==> src/rtl/pid_cmd_pkg.sv <==
// rtl/pid_cmd_pkg.sv - shared constants and types for the PID command UART receiver
// Contents: packet header byte, register address map, parser and byte-receiver
// state encodings, packet checksum helper.
package pid_cmd_pkg;

    localparam logic [7:0] HDR_BYTE = 8'hA5;

    typedef enum logic [7:0] {
        ADDR_KP = 8'h00,
        ADDR_KI = 8'h01,
        ADDR_KD = 8'h02,
        ADDR_SP = 8'h03
    } addr_e;

    typedef enum logic [2:0] {
        P_WAIT_HDR,
        P_ADDR,
        P_DHI,
        P_DLO,
        P_CHK
    } parser_state_e;

    typedef enum logic [1:0] {
        RX_IDLE,
        RX_START,
        RX_DATA,
        RX_STOP
    } rx_state_e;

    function automatic logic [7:0] pkt_chk(input logic [7:0] addr,
                                           input logic [7:0] data_hi,
                                           input logic [7:0] data_lo);
        return addr ^ data_hi ^ data_lo;
    endfunction

endpackage

==> src/rtl/uart_rx.sv <==
// rtl/uart_rx.sv - 8N1-style UART byte receiver with input synchroniser
// Ports: clk, reset_n (async active-low), serial_rx (raw line, idles high),
// byte_valid (1-cycle pulse with dout valid), dout (received byte, LSB first on
// the wire), frame_err (1-cycle pulse when the stop bit samples low).
module uart_rx
    import pid_cmd_pkg::*;
#(
    parameter int DATA_WIDTH   = 8,
    parameter int CLKS_PER_BIT = 1085
) (
    input  logic                  clk,
    input  logic                  reset_n,
    input  logic                  serial_rx,
    output logic                  byte_valid,
    output logic [DATA_WIDTH-1:0] dout,
    output logic                  frame_err
);

    localparam int CNT_W = $clog2(CLKS_PER_BIT + 1);
    localparam int IDX_W = $clog2(DATA_WIDTH + 1);
    localparam logic [CNT_W-1:0] HALF_M1 = CNT_W'(CLKS_PER_BIT / 2 - 1);
    localparam logic [CNT_W-1:0] FULL_M1 = CNT_W'(CLKS_PER_BIT - 1);
    localparam logic [IDX_W-1:0] LAST_IDX = IDX_W'(DATA_WIDTH - 1);

    logic [1:0]            sync_q;
    logic                  rx_s;
    rx_state_e             state_q, state_d;
    logic [CNT_W-1:0]      cnt_q, cnt_d;
    logic [IDX_W-1:0]      idx_q, idx_d;
    logic [DATA_WIDTH-1:0] shreg_q, shreg_d;
    logic                  valid_d, ferr_d;

    // Two-flop synchroniser; resets to the idle (high) level so reset release
    // never looks like a start bit.
    always_ff @(posedge clk or negedge reset_n) begin
        if (!reset_n) sync_q <= 2'b11;
        else          sync_q <= {sync_q[0], serial_rx};
    end
    assign rx_s = sync_q[1];

    always_ff @(posedge clk or negedge reset_n) begin
        if (!reset_n) begin
            state_q    <= RX_IDLE;
            cnt_q      <= '0;
            idx_q      <= '0;
            shreg_q    <= '0;
            byte_valid <= 1'b0;
            frame_err  <= 1'b0;
        end else begin
            state_q    <= state_d;
            cnt_q      <= cnt_d;
            idx_q      <= idx_d;
            shreg_q    <= shreg_d;
            byte_valid <= valid_d;
            frame_err  <= ferr_d;
        end
    end

    always_comb begin
        state_d = state_q;
        cnt_d   = cnt_q;
        idx_d   = idx_q;
        shreg_d = shreg_q;
        valid_d = 1'b0;
        ferr_d  = 1'b0;
        case (state_q)
            RX_IDLE: begin
                cnt_d = '0;
                idx_d = '0;
                if (!rx_s) state_d = RX_START;
            end
            RX_START: begin
                // Mid-start-bit check rejects short glitches without an error.
                if (cnt_q == HALF_M1) begin
                    cnt_d   = '0;
                    state_d = rx_s ? RX_IDLE : RX_DATA;
                end else begin
                    cnt_d = cnt_q + 1'b1;
                end
            end
            RX_DATA: begin
                if (cnt_q == FULL_M1) begin
                    cnt_d   = '0;
                    shreg_d = {rx_s, shreg_q[DATA_WIDTH-1:1]};
                    idx_d   = idx_q + 1'b1;
                    if (idx_q == LAST_IDX) state_d = RX_STOP;
                end else begin
                    cnt_d = cnt_q + 1'b1;
                end
            end
            RX_STOP: begin
                // Returning to IDLE at mid-stop leaves half a bit of margin for
                // a back-to-back start bit.
                if (cnt_q == FULL_M1) begin
                    cnt_d   = '0;
                    valid_d = rx_s;
                    ferr_d  = !rx_s;
                    state_d = RX_IDLE;
                end else begin
                    cnt_d = cnt_q + 1'b1;
                end
            end
            default: state_d = RX_IDLE;
        endcase
    end

    assign dout = shreg_q;

endmodule

==> src/rtl/pid_cmd_uart_rx.sv <==
// rtl/pid_cmd_uart_rx.sv - UART command parser and PID gain/setpoint register file
// Ports: clk, reset_n (async active-low), uart_serial_rx (idles high),
// k_p/k_i/k_d (gain registers), setpoint (distance in cm),
// cmd_valid (1-cycle pulse on register write), cmd_err (1-cycle pulse on
// framing, checksum, address or inter-byte timeout error).
module pid_cmd_uart_rx
    import pid_cmd_pkg::*;
#(
    parameter int CLKS_PER_BIT   = 1085,
    parameter int GAIN_WIDTH     = 16,
    parameter int SETPOINT_WIDTH = 7,
    parameter int TIMEOUT_BITS   = 20
) (
    input  logic                      clk,
    input  logic                      reset_n,
    input  logic                      uart_serial_rx,
    output logic [GAIN_WIDTH-1:0]     k_p,
    output logic [GAIN_WIDTH-1:0]     k_i,
    output logic [GAIN_WIDTH-1:0]     k_d,
    output logic [SETPOINT_WIDTH-1:0] setpoint,
    output logic                      cmd_valid,
    output logic                      cmd_err
);

    localparam int TO_LIMIT = TIMEOUT_BITS * CLKS_PER_BIT;
    localparam int TO_W     = $clog2(TO_LIMIT + 1);
    localparam logic [TO_W-1:0] TO_M1 = TO_W'(TO_LIMIT - 1);
    localparam logic [SETPOINT_WIDTH-1:0] SP_RESET = SETPOINT_WIDTH'(30);

    // Reset asserts immediately but releases two clocks later, synchronously.
    logic [1:0] rst_q;
    logic       rst_n_int;

    always_ff @(posedge clk or negedge reset_n) begin
        if (!reset_n) rst_q <= 2'b00;
        else          rst_q <= {rst_q[0], 1'b1};
    end
    assign rst_n_int = rst_q[1];

    logic       byte_valid;
    logic       frame_err;
    logic [7:0] rx_byte;

    uart_rx #(
        .DATA_WIDTH   (8),
        .CLKS_PER_BIT (CLKS_PER_BIT)
    ) u_uart_rx (
        .clk        (clk),
        .reset_n    (rst_n_int),
        .serial_rx  (uart_serial_rx),
        .byte_valid (byte_valid),
        .dout       (rx_byte),
        .frame_err  (frame_err)
    );

    parser_state_e   p_q, p_d;
    logic [7:0]      addr_q, addr_d;
    logic [7:0]      dhi_q, dhi_d;
    logic [7:0]      dlo_q, dlo_d;
    logic [TO_W-1:0] to_q, to_d;
    logic            valid_d, err_d, wr_en;
    logic [15:0]     wr_data;

    assign wr_data = {dhi_q, dlo_q};

    always_ff @(posedge clk or negedge rst_n_int) begin
        if (!rst_n_int) begin
            p_q       <= P_WAIT_HDR;
            addr_q    <= '0;
            dhi_q     <= '0;
            dlo_q     <= '0;
            to_q      <= '0;
            cmd_valid <= 1'b0;
            cmd_err   <= 1'b0;
            k_p       <= '0;
            k_i       <= '0;
            k_d       <= '0;
            setpoint  <= SP_RESET;
        end else begin
            p_q       <= p_d;
            addr_q    <= addr_d;
            dhi_q     <= dhi_d;
            dlo_q     <= dlo_d;
            to_q      <= to_d;
            cmd_valid <= valid_d;
            cmd_err   <= err_d;
            if (wr_en) begin
                case (addr_q)
                    ADDR_KP: k_p      <= GAIN_WIDTH'(wr_data);
                    ADDR_KI: k_i      <= GAIN_WIDTH'(wr_data);
                    ADDR_KD: k_d      <= GAIN_WIDTH'(wr_data);
                    ADDR_SP: setpoint <= SETPOINT_WIDTH'(wr_data);
                    default: ;
                endcase
            end
        end
    end

    // byte_valid and frame_err are mutually exclusive, and a received byte
    // takes priority over the timeout, so cmd_valid and cmd_err cannot coincide.
    always_comb begin
        p_d     = p_q;
        addr_d  = addr_q;
        dhi_d   = dhi_q;
        dlo_d   = dlo_q;
        to_d    = to_q;
        valid_d = 1'b0;
        err_d   = 1'b0;
        wr_en   = 1'b0;
        if (frame_err) begin
            p_d   = P_WAIT_HDR;
            err_d = 1'b1;
            to_d  = '0;
        end else if (byte_valid) begin
            to_d = '0;
            case (p_q)
                P_WAIT_HDR: if (rx_byte == HDR_BYTE) p_d = P_ADDR;
                P_ADDR: begin
                    addr_d = rx_byte;
                    p_d    = P_DHI;
                end
                P_DHI: begin
                    dhi_d = rx_byte;
                    p_d   = P_DLO;
                end
                P_DLO: begin
                    dlo_d = rx_byte;
                    p_d   = P_CHK;
                end
                P_CHK: begin
                    p_d = P_WAIT_HDR;
                    if (rx_byte == pkt_chk(addr_q, dhi_q, dlo_q) && addr_q <= 8'(ADDR_SP)) begin
                        valid_d = 1'b1;
                        wr_en   = 1'b1;
                    end else begin
                        err_d = 1'b1;
                    end
                end
                default: p_d = P_WAIT_HDR;
            endcase
        end else if (p_q != P_WAIT_HDR) begin
            if (to_q == TO_M1) begin
                p_d   = P_WAIT_HDR;
                err_d = 1'b1;
                to_d  = '0;
            end else begin
                to_d = to_q + 1'b1;
            end
        end else begin
            to_d = '0;
        end
    end

endmodule

==> config.mk <==
export PLATFORM = sky130hd
export DESIGN_NAME = pid_cmd_uart_rx
export DESIGN_NICKNAME = d
export VERILOG_FILES = /design/src/rtl/pid_cmd_pkg.sv /design/src/rtl/uart_rx.sv /design/src/rtl/pid_cmd_uart_rx.sv
export SDC_FILE = /design/constraint.sdc
export NUM_CORES = 1
export LEC_CHECK = 0
export CORE_ASPECT_RATIO = 1.1
export CORE_MARGIN = 2
export CORE_UTILIZATION = 51
export CTS_CLUSTER_DIAMETER = 200
export CTS_CLUSTER_SIZE = 8
export DETAILED_ROUTE_END_ITERATION = 7
export PLACE_DENSITY = 0.76
export SYNTH_ARGS = -nofsm -noshare
export SYNTH_HDL_FRONTEND = slang
export SYNTH_SLANG_ARGS = --single-unit
==> constraint.sdc <==
create_clock -name clk -period 3.8 [get_ports clk]
set_input_delay 0.57 -clock clk [delete_from_list [all_inputs] [get_ports clk]]
set_output_delay 0.57 -clock clk [all_outputs]
set_load 0.02 [all_outputs]
==> results of run 1 <==
[power by group through the flow]
stage	clock network (mW)	logic, mW	registers [mW]
5_1_grt	1.83	0.149	1.49
2_1_floorplan	0	0.0910	1.50
3_3_place_gp	0	0.123	1.50
3_5_place_dp	0	0.131	1.50
6_report	1.74	0.129	1.48
4_1_cts	1.77	0.133	1.48
[cells in the final DEF (no fill, tap or decap), types with 3 or more instances in the layout]
cell type,n
and4_1,3
bufinv_16,4
clkbuf_16,17
clkdlybuf4s50_1,59
clkinvlp_4,3
dfrtp_1,123
dfstp_2,6
ha_1,5
inv_1,7
inv_6,4
mux2_1,4
mux2_2,82
nand2_1,15
nand2b_1,4
nand3_1,16
nand3b_1,3
nand4_1,9
nand4_2,3
nor2_1,41
nor2b_1,5
nor3_1,7
nor4_1,4
nor4bb_1,4
o21ai_0,3
xnor2_1,24
xor2_1,19
[final timing paths]
check / startpoint / depth (start not counted) / slack [ns] / end
setup / recovery: u_uart_rx.dout[5]$_DFFE_PN0P_ / 5 / 1.11 / k_p[0]$_DFFE_PN0P_
hold / removal: reset_n / 1 / 0.31 / rst_q[1]$_DFF_PN0_
setup reg to reg: u_uart_rx.dout[5]$_DFFE_PN0P_ / 5 / 1.11 / k_p[0]$_DFFE_PN0P_
hold reg to reg: u_uart_rx.sync_q[0]$_DFF_PN1_ / 0 / 0.36 / u_uart_rx.sync_q[1]$_DFF_PN1_
max in group asynchronous: rst_q[1]$_DFF_PN0_ / 1 / 2.56 / u_uart_rx.sync_q[1]$_DFF_PN1_
min in group clk: u_uart_rx.sync_q[0]$_DFF_PN1_ / 0 / 0.36 / u_uart_rx.sync_q[1]$_DFF_PN1_
[cell families (layout without fill, tap and decap cells)]
| family | Yosys count | count (layout) |
|---|---|---|
| adders and majority gates | 5 | 5 |
| AOI/OAI and AO/OA | 18 | 18 |
| buffers and inverters | 18 | 99 |
| muxes | 87 | 87 |
| other | 1 | 1 |
| and+or+nand+nor | 126 | 126 |
| DFF | 130 | 130 |
| xor gates and xnor gates | 43 | 43 |
[metrics by stage]
stage / instance area, um^2 / total power [mW] / hold slack [ns] / std cells
after floorplan: 5613 / 1.592 / 0.2744 / 428
after CTS: 6997 / 3.380 / 0.2924 / 656
after global routing: 6997 / 3.464 / 0.2987 / 656
final: 6997 / 3.345 / 0.3091 / 656
after detailed placement: 6357 / 1.635 / 0.3473 / 624
after global placement: 6357 / 1.624 / 0.3362 / 624
[metal layers]
metal	track usage [%]	vias to the layer above	wire length, um
li1	-	1664	-
met1	26.07	1783	4996
met2	31.58	67	5213
met3	5.600	15	462
met4	6.486	0	142
met5	0	-	0
[worst max-delay path, cell delays in order, from the launching register on]
cell	delay, ns
dfrtp_1	0.48
xor2_1	0.31
o211ai_1	0.15
a211oi_2	0.41
nand4_2	0.66
mux2_1	0.56
[cell type report]
cell class	count	area, um^2	area share [%]
Clock buffer	18	439.2	6.277
Clock inverter	14	200.2	2.861
Inverter	7	26.28	0.3755
Multi-Input combinational cell	280	2272	32.47
Sequential cell	130	3264	46.66
Tap cell	147	183.9	2.629
Timing Repair Buffer	60	610.6	8.727
[flip-flops by register name, indices dropped and copies added (netlist names), named ones only]
register / flops
u_uart_rx.byte_valid: 1
p_q: 3
u_uart_rx.state_q: 1
dhi_q: 8
u_uart_rx.dout: 8
setpoint: 7
u_uart_rx.idx_q: 4
u_uart_rx.sync_q: 2
k_d: 16
addr_q: 8
cmd_valid: 1
to_q: 15
k_p: 16
u_uart_rx.frame_err: 1
cmd_err: 1
k_i: 16
u_uart_rx.cnt_q: 11
rst_q: 2
dlo_q: 8
==> reports/results.tsv, run 1 <==
stage	metric	value	unit
status	status	completed	
floorplan	ios	60	
finish	fin_nets	504	
synth	synth.most_common_cell	dfrtp_1	
synth	synth-main-ff-cell	dfrtp_1	
sta	relSlewSlack	15.86	%
detailed_routing	first_pass_iters	4	
clocking	cts_hold_buf	0	
floorplan	die_area	11860	um^2
detailed_routing	drc_errors	0	
clocking	htree_levels	4	
synth	syn_inst	428	
power	p_per_area	478.1	nW/um^2
placement	hpwl	7.005	mm
sta	slew_violations	0	
grt	antenna_found_initial	0	
synth	synthMuxAreaShare	17.44	%
power	p_comb_share	3.9	%
power	switchingPower	0.7447	mW
synth	synthArstFlopShare	100.0	%
grt	grt_pass1_wl	18.27	mm
synth	yosysWarnings	0	
setup_path	crit_path_max_fanout	16	
placement	port_buffers	59	
sta	setup_slack	1.113	ns
power	clockPowerShare	51.9	%
sta	max_freq	372.1	MHz
setup_path	end_kind	flop	
detailed_routing	viasPerCell	5.380	
grt	overflow	0	
power	intPower	2.600	mW
detailed_routing	routedWlPerCell	16.48	um
finish	area_growth	24.68	%
synth	synth-compound-area-share	2.742	%
setup_path	required	4.09	ns
clocking	clock_latency	0.41	ns
sta	worstMarginPinSlew	1.252	ns
detailed_routing	drt-total-wl	10.81	mm
sta	grt_setup_unrepaired	false	
synth	synth.distinct_cells	46	
run	maxCapViolations	0	
finish	diodes	0	
sta	fin_skew	0.007322	ns
synth	synth_top_area_share	55.30	%
power	seq_power_share	44.2	%
setup_path	critical_path_class	flop to flop	
clocking	cts_tree	done	
synth	synth-simple-area-share	12.42	%
synth	synth_nets	436	
setup_path	critPathLaunchType	flop	
clocking	cts_buffers	17	
placement	gp_congestion	0.8603	
synth	synth_top_family_by_area	multiplexers	
synth	yosysSeqAreaShare	58.10	%
synth	synth-seq-cells	130	
sta	setup_violations	0	
grt	grt_pass1_vias	3693	
clocking	clk_pin_slew	0.06	ns
synth	yosys-top-cells-area	dfrtp_1, mux2_2, xnor2_1	
floorplan	die_w	104.0	um
synth	synth.avg_cell_area	13.11	um^2
finish	drive_above_1_share	25.93	%
clocking	clock_path_buffers	2	
finish	utilization	64.72	%
grt	grt_max_degree	75	
detailed_routing	vias	3529	
sta	post-route-period-util	70.72	%
synth	yosysTopAreaCell	dfrtp_1	
synth	synth_common_cells	dfrtp_1, mux2_2, nor2_1	
synth	syn-cell-area	5612	um^2
floorplan	initial_core_util	51.91	%
floorplan	core_area	10810	um^2
synth	synth_edf_count	0	
clocking	cts_resized	0	
power	leakage	3.229	nW
sta	min_period	2.687	ns
clocking	post_cts_buffers	0	
sta	setup_tns	0	ns
detailed_routing	antenna_left	0	
finish	nFillCells	839	
worst_hold_path	hold_class	input port to async pin	
detailed_routing	dr.first_iter.drc_count	135	
power	power.share.switching	22.26	%
synth	synth_xor_xnor_area_share	6.711	%
synth	synth_adder_area_share	1.115	%
setup_path	arrival	2.98	ns
sta	hold_viol_final	0	
placement	post-place-ws	1.118	ns
power	peakVddDrop	0.0003181	V
floorplan	die_y	114.0	um
grt	grt_usage	19.66	%
clocking	clock-sinks	130	
clocking	cts-root-buf	clkbuf_16	
floorplan	placementRows	40	
Power figures use the tool's default switching activity.
==> run 2: changes to the inputs <==
--- a/config.mk
+++ b/config.mk
@@ -7,11 +7,11 @@
 export LEC_CHECK = 0
 export CORE_ASPECT_RATIO = 1.1
 export CORE_MARGIN = 2
-export CORE_UTILIZATION = 51
+export CORE_UTILIZATION = 56
 export CTS_CLUSTER_DIAMETER = 200
 export CTS_CLUSTER_SIZE = 8
 export DETAILED_ROUTE_END_ITERATION = 7
-export PLACE_DENSITY = 0.76
+export PLACE_DENSITY = 0.79
 export SYNTH_ARGS = -nofsm -noshare
 export SYNTH_HDL_FRONTEND = slang
 export SYNTH_SLANG_ARGS = --single-unit
==> constraint.sdc (replaced) <==
create_clock -name clk -period 2.5 [get_ports clk]
set_input_delay 0.375 -clock clk [delete_from_list [all_inputs] [get_ports clk]]
set_output_delay 0.375 -clock clk [all_outputs]
set_load 0.02 [all_outputs]
==> run 2 against run 1 <==
Net effect: maximum frequency up 19%; critical path depth did not move; sequential power grew 52%; power increased by 52%; non-clock buffer count is 12 higher; critical endpoint is now u_uart_rx.idx_q[2]$_DFFE_PN0P_; largest cell class unchanged; largest power group unchanged.
==> reports/results.tsv, run 2 (synthesis results as in run 1) <==
stage	metric	value	unit	change
sta	slew_violations	0		unchanged
setup_path	crit_path_max_fanout	9		-7
sta	setup_violations	0		unchanged
finish	fin_nets	516		+2.4%
clocking	cts_resized	0		unchanged
power	peakVddDrop	0.0004842	V	+52%
power	power	5.085	mW	+52%
placement	gp_congestion	0.8608		about the same
setup_path	critPathLaunchType	flop		
detailed_routing	dr.first_iter.drc_count	130		-3.7%
clocking	clk_pin_slew	0.06	ns	about the same
placement	port_buffers	59		unchanged
setup_path	end_kind	flop		
floorplan	die_area	10840	um^2	-8.6%
floorplan	ios	60		unchanged
sta	min_period	2.250	ns	-0.4373 ns
clocking	htree_levels	4		unchanged
sta	grt_setup_unrepaired	false		
clocking	cts-root-buf	clkbuf_8		
run	maxCapViolations	0		unchanged
finish	drive_above_1_share	27.26	%	+1.3 points
finish	utilization	72.04	%	+7.3 points
setup_path	arrival	2.70	ns	-0.28 ns
setup_path	slowest_delay	0.62	ns	-0.04 ns
grt	grt_pass1_vias	3776		+2.2%
detailed_routing	drc_errors	0		unchanged
setup_path	cpMaxStageDelayCell	or4b_2		
clocking	cts_tree	done		
power	p_per_area	720.7	nW/um^2	+51%
setup_path	crit_chain	or3_1 -> nor4_4 -> nand2_1 -> or4b_2 -> nand3_1		
finish	area_growth	25.73	%	
grt	antenna_found_initial	0		unchanged
clocking	clock-sinks	130		unchanged
sta	worstMarginPinSlew	0.6425	ns	-0.6099 ns
setup_path	critical_path_class	flop to flop		
clocking	clock_latency	0.52	ns	+0.11 ns
placement	hpwl	7.288	mm	+4.0%
sta	setup_tns	0	ns	unchanged
floorplan	initial_core_util	57.29	%	+5.4 points
sta	max_freq	444.5	MHz	+19%
detailed_routing	first_pass_iters	4		unchanged
clocking	clock_path_buffers	2		unchanged
floorplan	placementRows	38		-5.0%
floorplan	die_w	99.45	um	-4.4%
finish	final_common_cell	dfrtp_1		
detailed_routing	vias	3609		+2.3%
finish	diodes	0		unchanged
sta	relSlewSlack	57.17	%	+41 points
setup_path	crit_family	simple AND/OR/NAND/NOR gates		
setup_path	cp_num_buf_inv	0		unchanged
setup_path	required	2.95	ns	-1.14 ns
sta	fin_skew	0.006400	ns	-0.0009220 ns
sta	post-route-period-util	89.99	%	+19 points
grt	grt_usage	21.68	%	+2.0 points
worst_hold_path	hold_class	input port to flop		
grt	overflow	0		unchanged
finish	top_regs	k_d (16), k_i (16), k_p (16)		
detailed_routing	drt-total-wl	10.91	mm	+0.88%
floorplan	core_area	9794	um^2	-9.4%
grt	grt_max_degree	56		-25%
power	leakage	3.278	nW	+1.5%
finish	final_cell_mix	dfrtp_1, mux2_2, clkdlybuf4s50_1, nor2_1, xnor2_1		
detailed_routing	viasPerCell	5.630		+4.7%
sta	hold_viol_final	0		unchanged
detailed_routing	routedWlPerCell	17.02	um	+3.2%
detailed_routing	antenna_left	0		unchanged
status	status	completed		
grt	grt_pass1_wl	18.18	mm	-0.49%
clocking	cts_buffers	17		unchanged
floorplan	die_y	109.0	um	-4.4%
run 2: cell types whose count changed in the layout (fill, tap and decap cells not counted):
cell           before  now
dlygate4sd3_1       0    1
clkbuf_1            0    1
clkbuf_16          17   16
buf_4               0   11
bufinv_16           4    5
clkinv_2            1    2
inv_6               4    1
clkinvlp_4          3    4
clkbuf_8            1    2
clkinv_4            2    1
run 2: worst reg2reg max path, stage by stage, from the launching register on:
cell     delay, ns
dfrtp_1       0.43
or3_1         0.44
nor4_4        0.42
nand2_1       0.16
or4b_2        0.62
nand3_1       0.11
run 2: metrics by stage:
step,area [um^2],cells,worst slack [ns],hold WS (ns)
after detailed placement,6406,608,0.2959,0.3396
after global routing,7056,641,0.08351,0.2667
after floorplan,5613,428,0.3416,0.07941
after global placement,6406,608,0.3491,0.3397
after CTS,7056,641,0.2541,0.2347
final,7056,641,0.2501,0.2601
run 2: report_power, final:
part / internal [mW] / total [mW] / leakage, nW / switching, mW
clock network: 1.75 / 2.64 / 0.300 / 0.891
registers: 2.17 / 2.25 / 1.77 / 0.0868
logic: 0.0802 / 0.196 / 1.21 / 0.116
total: 3.99 / 5.09 / 3.28 / 1.09
run 2: layout make-up:
class | instances | area [um^2]
well taps | 120 | 150.1
fillers | 675 | 2739
flip-flops and latches | 130 | 3264
clock buffers | 19 | 431.7
clock inverters | 13 | 207.7
repair buffers | 72 | 703.2
inverters | 7 | 26.28
multi-input cells | 280 | 2272
run 2: repair_timing:
action,in CTS,in global routing
hold buffers,1,0
buffers inserted,0,0
endpoints found under the hold margin,2,0
run 2: layer usage:
metal  part of all wire [%]  vias to the layer above  global-route usage, %
li1                       -                     1678                      -
met1                     46                     1819                  28.06
met2                     48                       92                  35.04
met3                    4.5                       20                  6.090
met4                    1.8                        0                  8.317
met5                      0                        -                      0
run 2: path summary, 6_finish.rpt:
| check | start | endpoint | slack, ns | cells past startpoint |
|---|---|---|---|---|
| setup / recovery | u_uart_rx.cnt_q[6]$_DFF_PN0_ | u_uart_rx.idx_q[2]$_DFFE_PN0P_ | 0.25 | 5 |
| hold / removal | uart_serial_rx | u_uart_rx.sync_q[0]$_DFF_PN1_ | 0.26 | 1 |
| setup reg to reg | u_uart_rx.cnt_q[6]$_DFF_PN0_ | u_uart_rx.idx_q[2]$_DFFE_PN0P_ | 0.25 | 5 |
| hold reg to reg | rst_q[0]$_DFF_PN0_ | rst_q[1]$_DFF_PN0_ | 0.36 | 0 |
| max in group asynchronous | rst_q[1]$_DFF_PN0_ | k_p[10]$_DFFE_PN0P_ | 1.36 | 1 |
| min in group asynchronous | rst_q[1]$_DFF_PN0_ | k_i[3]$_DFFE_PN0P_ | 0.37 | 0 |
==> run 3: changes to the inputs <==
--- a/config.mk
+++ b/config.mk
@@ -7,11 +7,11 @@
 export LEC_CHECK = 0
 export CORE_ASPECT_RATIO = 1.1
 export CORE_MARGIN = 2
-export CORE_UTILIZATION = 56
+export CORE_UTILIZATION = 45
 export CTS_CLUSTER_DIAMETER = 200
-export CTS_CLUSTER_SIZE = 8
+export CTS_CLUSTER_SIZE = 20
 export DETAILED_ROUTE_END_ITERATION = 7
-export PLACE_DENSITY = 0.79
+export PLACE_DENSITY = 0.66
 export SYNTH_ARGS = -nofsm -noshare
 export SYNTH_HDL_FRONTEND = slang
 export SYNTH_SLANG_ARGS = --single-unit
==> constraint.sdc (replaced) <==
create_clock -name clk -period 2.2 [get_ports clk]
set_input_delay 0.33 -clock clk [delete_from_list [all_inputs] [get_ports clk]]
set_output_delay 0.33 -clock clk [all_outputs]
set_load 0.02 [all_outputs]
==> run 3 against run 2 <==
Net effect: sequential power up 13%; clock power up 8.0%; setup slack lost 0.17 ns; sequential share of layout area decreased by 0.99 points; global-route usage decreased by 4.0 points; non-clock buffer count up 13; register-to-register slack got worse by 0.17 ns; cell area increased by 2.2%; core utilization decreased by 12 points; largest power group unchanged.
==> reports/results.tsv, run 3 (synthesis results as in run 1) <==
stage	metric	value	unit	change
clocking	clk_pin_slew	0.05	ns	about the same
finish	top_regs	k_d (16), k_i (16), k_p (16)		
floorplan	die_area	13380	um^2	+23%
setup_path	critPathLaunchType	flop		
sta	fin_skew	0.007799	ns	+0.001399 ns
setup_path	cpMaxStageDelayCell	dfrtp_1		
detailed_routing	viasPerCell	5.257		-6.6%
grt	overflow	0		unchanged
floorplan	die_w	110.5	um	+11%
detailed_routing	antenna_left	0		unchanged
clocking	htree_levels	4		unchanged
floorplan	initial_core_util	46.43	%	-11 points
grt	antenna_found_initial	0		unchanged
power	p_per_area	781.6	nW/um^2	+8.5%
sta	setup_slack	0.07684	ns	-0.1733 ns
sta	slew_violations	0		unchanged
floorplan	die_y	121.1	um	+11%
floorplan	core_area	12090	um^2	+23%
sta	whs	0.07043	ns	-0.1897 ns
placement	hpwl	7.605	mm	+4.3%
setup_path	end_kind	flop		
floorplan	placementRows	42		+11%
sta	setup_tns	0	ns	unchanged
grt	grt_pass1_vias	3679		-2.6%
detailed_routing	first_pass_iters	4		unchanged
detailed_routing	drc_errors	0		unchanged
grt	grt_usage	17.72	%	-4.0 points
floorplan	ios	60		unchanged
detailed_routing	routedWlPerCell	15.95	um	-6.3%
clocking	cts_hold_buf	0		-1
status	status	completed		
setup_path	slowest_delay	0.44	ns	-0.18 ns
finish	fin_nets	529		+2.5%
power	peakVddDrop	0.0005148	V	+6.3%
setup_path	r2r_cells	7		+2
grt	grt_max_degree	42		-25%
power	leakage	3.344	nW	+2.0%
run	maxCapViolations	0		unchanged
setup_path	cp_num_buf_inv	2		+2
clocking	cts_tree	done		
clocking	clock_path_buffers	2		unchanged
setup_path	path_common_cell	buf_4		
setup_path	critical_path_class	flop to flop		
setup_path	crit_family	flip-flops		
placement	post-place-ws	0.06981	ns	-0.2261 ns
sta	post-route-period-util	96.51	%	+6.5 points
setup_path	worst-path-stages	7		+2
placement	gp_congestion	0.7805		-9.3%
clocking	clock_latency	0.42	ns	-0.10 ns
grt	grt_pass1_wl	18.53	mm	+1.9%
setup_path	arrival	2.42	ns	-0.28 ns
placement	port_buffers	59		unchanged
worst_hold_path	hold_class	input port to async pin		
sta	max_freq	471.0	MHz	+6.0%
sta	setup_violations	0		unchanged
placement	dp.cells	654		+7.6%
finish	final_common_cell	dfrtp_1		
clocking	clock-sinks	130		unchanged
finish	diodes	0		unchanged
detailed_routing	vias	3617		+0.22%
finish	final_cell_mix	dfrtp_1, mux2_2, clkdlybuf4s50_1, nor2_1, buf_4		
sta	min_period	2.123	ns	-0.1267 ns
finish	final_cells	688		+7.3%
finish	drive_above_1_share	29.96	%	+2.7 points
clocking	cts_buffers	17		unchanged
detailed_routing	dr.first_iter.drc_count	108		-17%
finish	utilization	59.65	%	-12 points
sta	hold_viol_final	0		unchanged
detailed_routing	drt-total-wl	10.97	mm	+0.59%
setup_path	required	2.50	ns	-0.45 ns
setup_path	crit_path_max_fanout	10		+1
setup_path	crit_chain	xor2_2 -> xnor2_1 -> a2111oi_4 -> buf_4 -> nand4_2 -> buf_4 -> mux2_2		
clocking	cts-root-buf	clkbuf_16		
finish	area_growth	28.47	%	
==> run 3: cell types whose count changed in the layout (fill, tap and decap cells not counted), sizes merged <==
cell,change
buf,+14
bufinv,-2
clkinv,+2
clkinvlp,+1
dlygate4sd3,-1
inv,-1
==> run 3: area by class of cell <==
cell class / count / area [um^2]
Clock buffer: 19 / 452.9
Inverter: 7 / 26.28
Clock inverter: 13 / 160.2
Timing Repair Buffer: 85 / 810.8
Multi-Input combinational cell: 280 / 2302
Sequential cell: 130 / 3264
Fill cell: 987 / 4877
Tap cell: 154 / 192.7
==> run 3: power breakdown <==
group	internal, mW	switching [mW]
registers	2.46	0.0882
clock network	1.83	1.02
logic	0.0941	0.139
total	4.39	1.25
==> run 3: worst paths after layout <==
check                                      from                            end  slack, ns
max in group asynchronous    rst_q[1]$_DFF_PN0_  u_uart_rx.sync_q[1]$_DFF_PN1_       1.24
min in group clk                 uart_serial_rx  u_uart_rx.sync_q[0]$_DFF_PN1_       0.33
max                        dhi_q[4]$_DFFE_PN0P_             k_i[2]$_DFFE_PN0P_       0.08
min                                     reset_n             rst_q[1]$_DFF_PN0_       0.07
min reg2reg                  rst_q[1]$_DFF_PN0_             k_d[3]$_DFFE_PN0P_       0.28
max reg2reg                dhi_q[4]$_DFFE_PN0P_             k_i[2]$_DFFE_PN0P_       0.08
==> run 3: what timing repair did <==
| action | 4_1_cts | 5_1_grt |
|---|---|---|
| setup endpoints to repair | 0 | 56 |
| gates resized for setup | 0 | 4 |
| hold endpoints to repair | 0 | 0 |
| setup buffers | 0 | 2 |
==> run 3: metrics by stage <==
| step | power (mW) | instance area (um^2) |
|---|---|---|
| floorplan | 2.750 | 5613 |
| detailed placement | 2.829 | 6551 |
| global placement | 2.816 | 6551 |
| CTS | 5.705 | 7164 |
| global route | 5.866 | 7209 |
| finish | 5.635 | 7209 |
==> run 3: metal layers <==
| metal | vias to the layer above | wire [um] | track usage [%] |
|---|---|---|---|
| met3 | 15 | 433 | 4.945 |
| met4 | 0 | 206 | 8.203 |
| li1 | 1707 | - | - |
| met5 | - | 0 | 0 |
| met2 | 92 | 5113 | 27.22 |
| met1 | 1803 | 5220 | 23.53 |
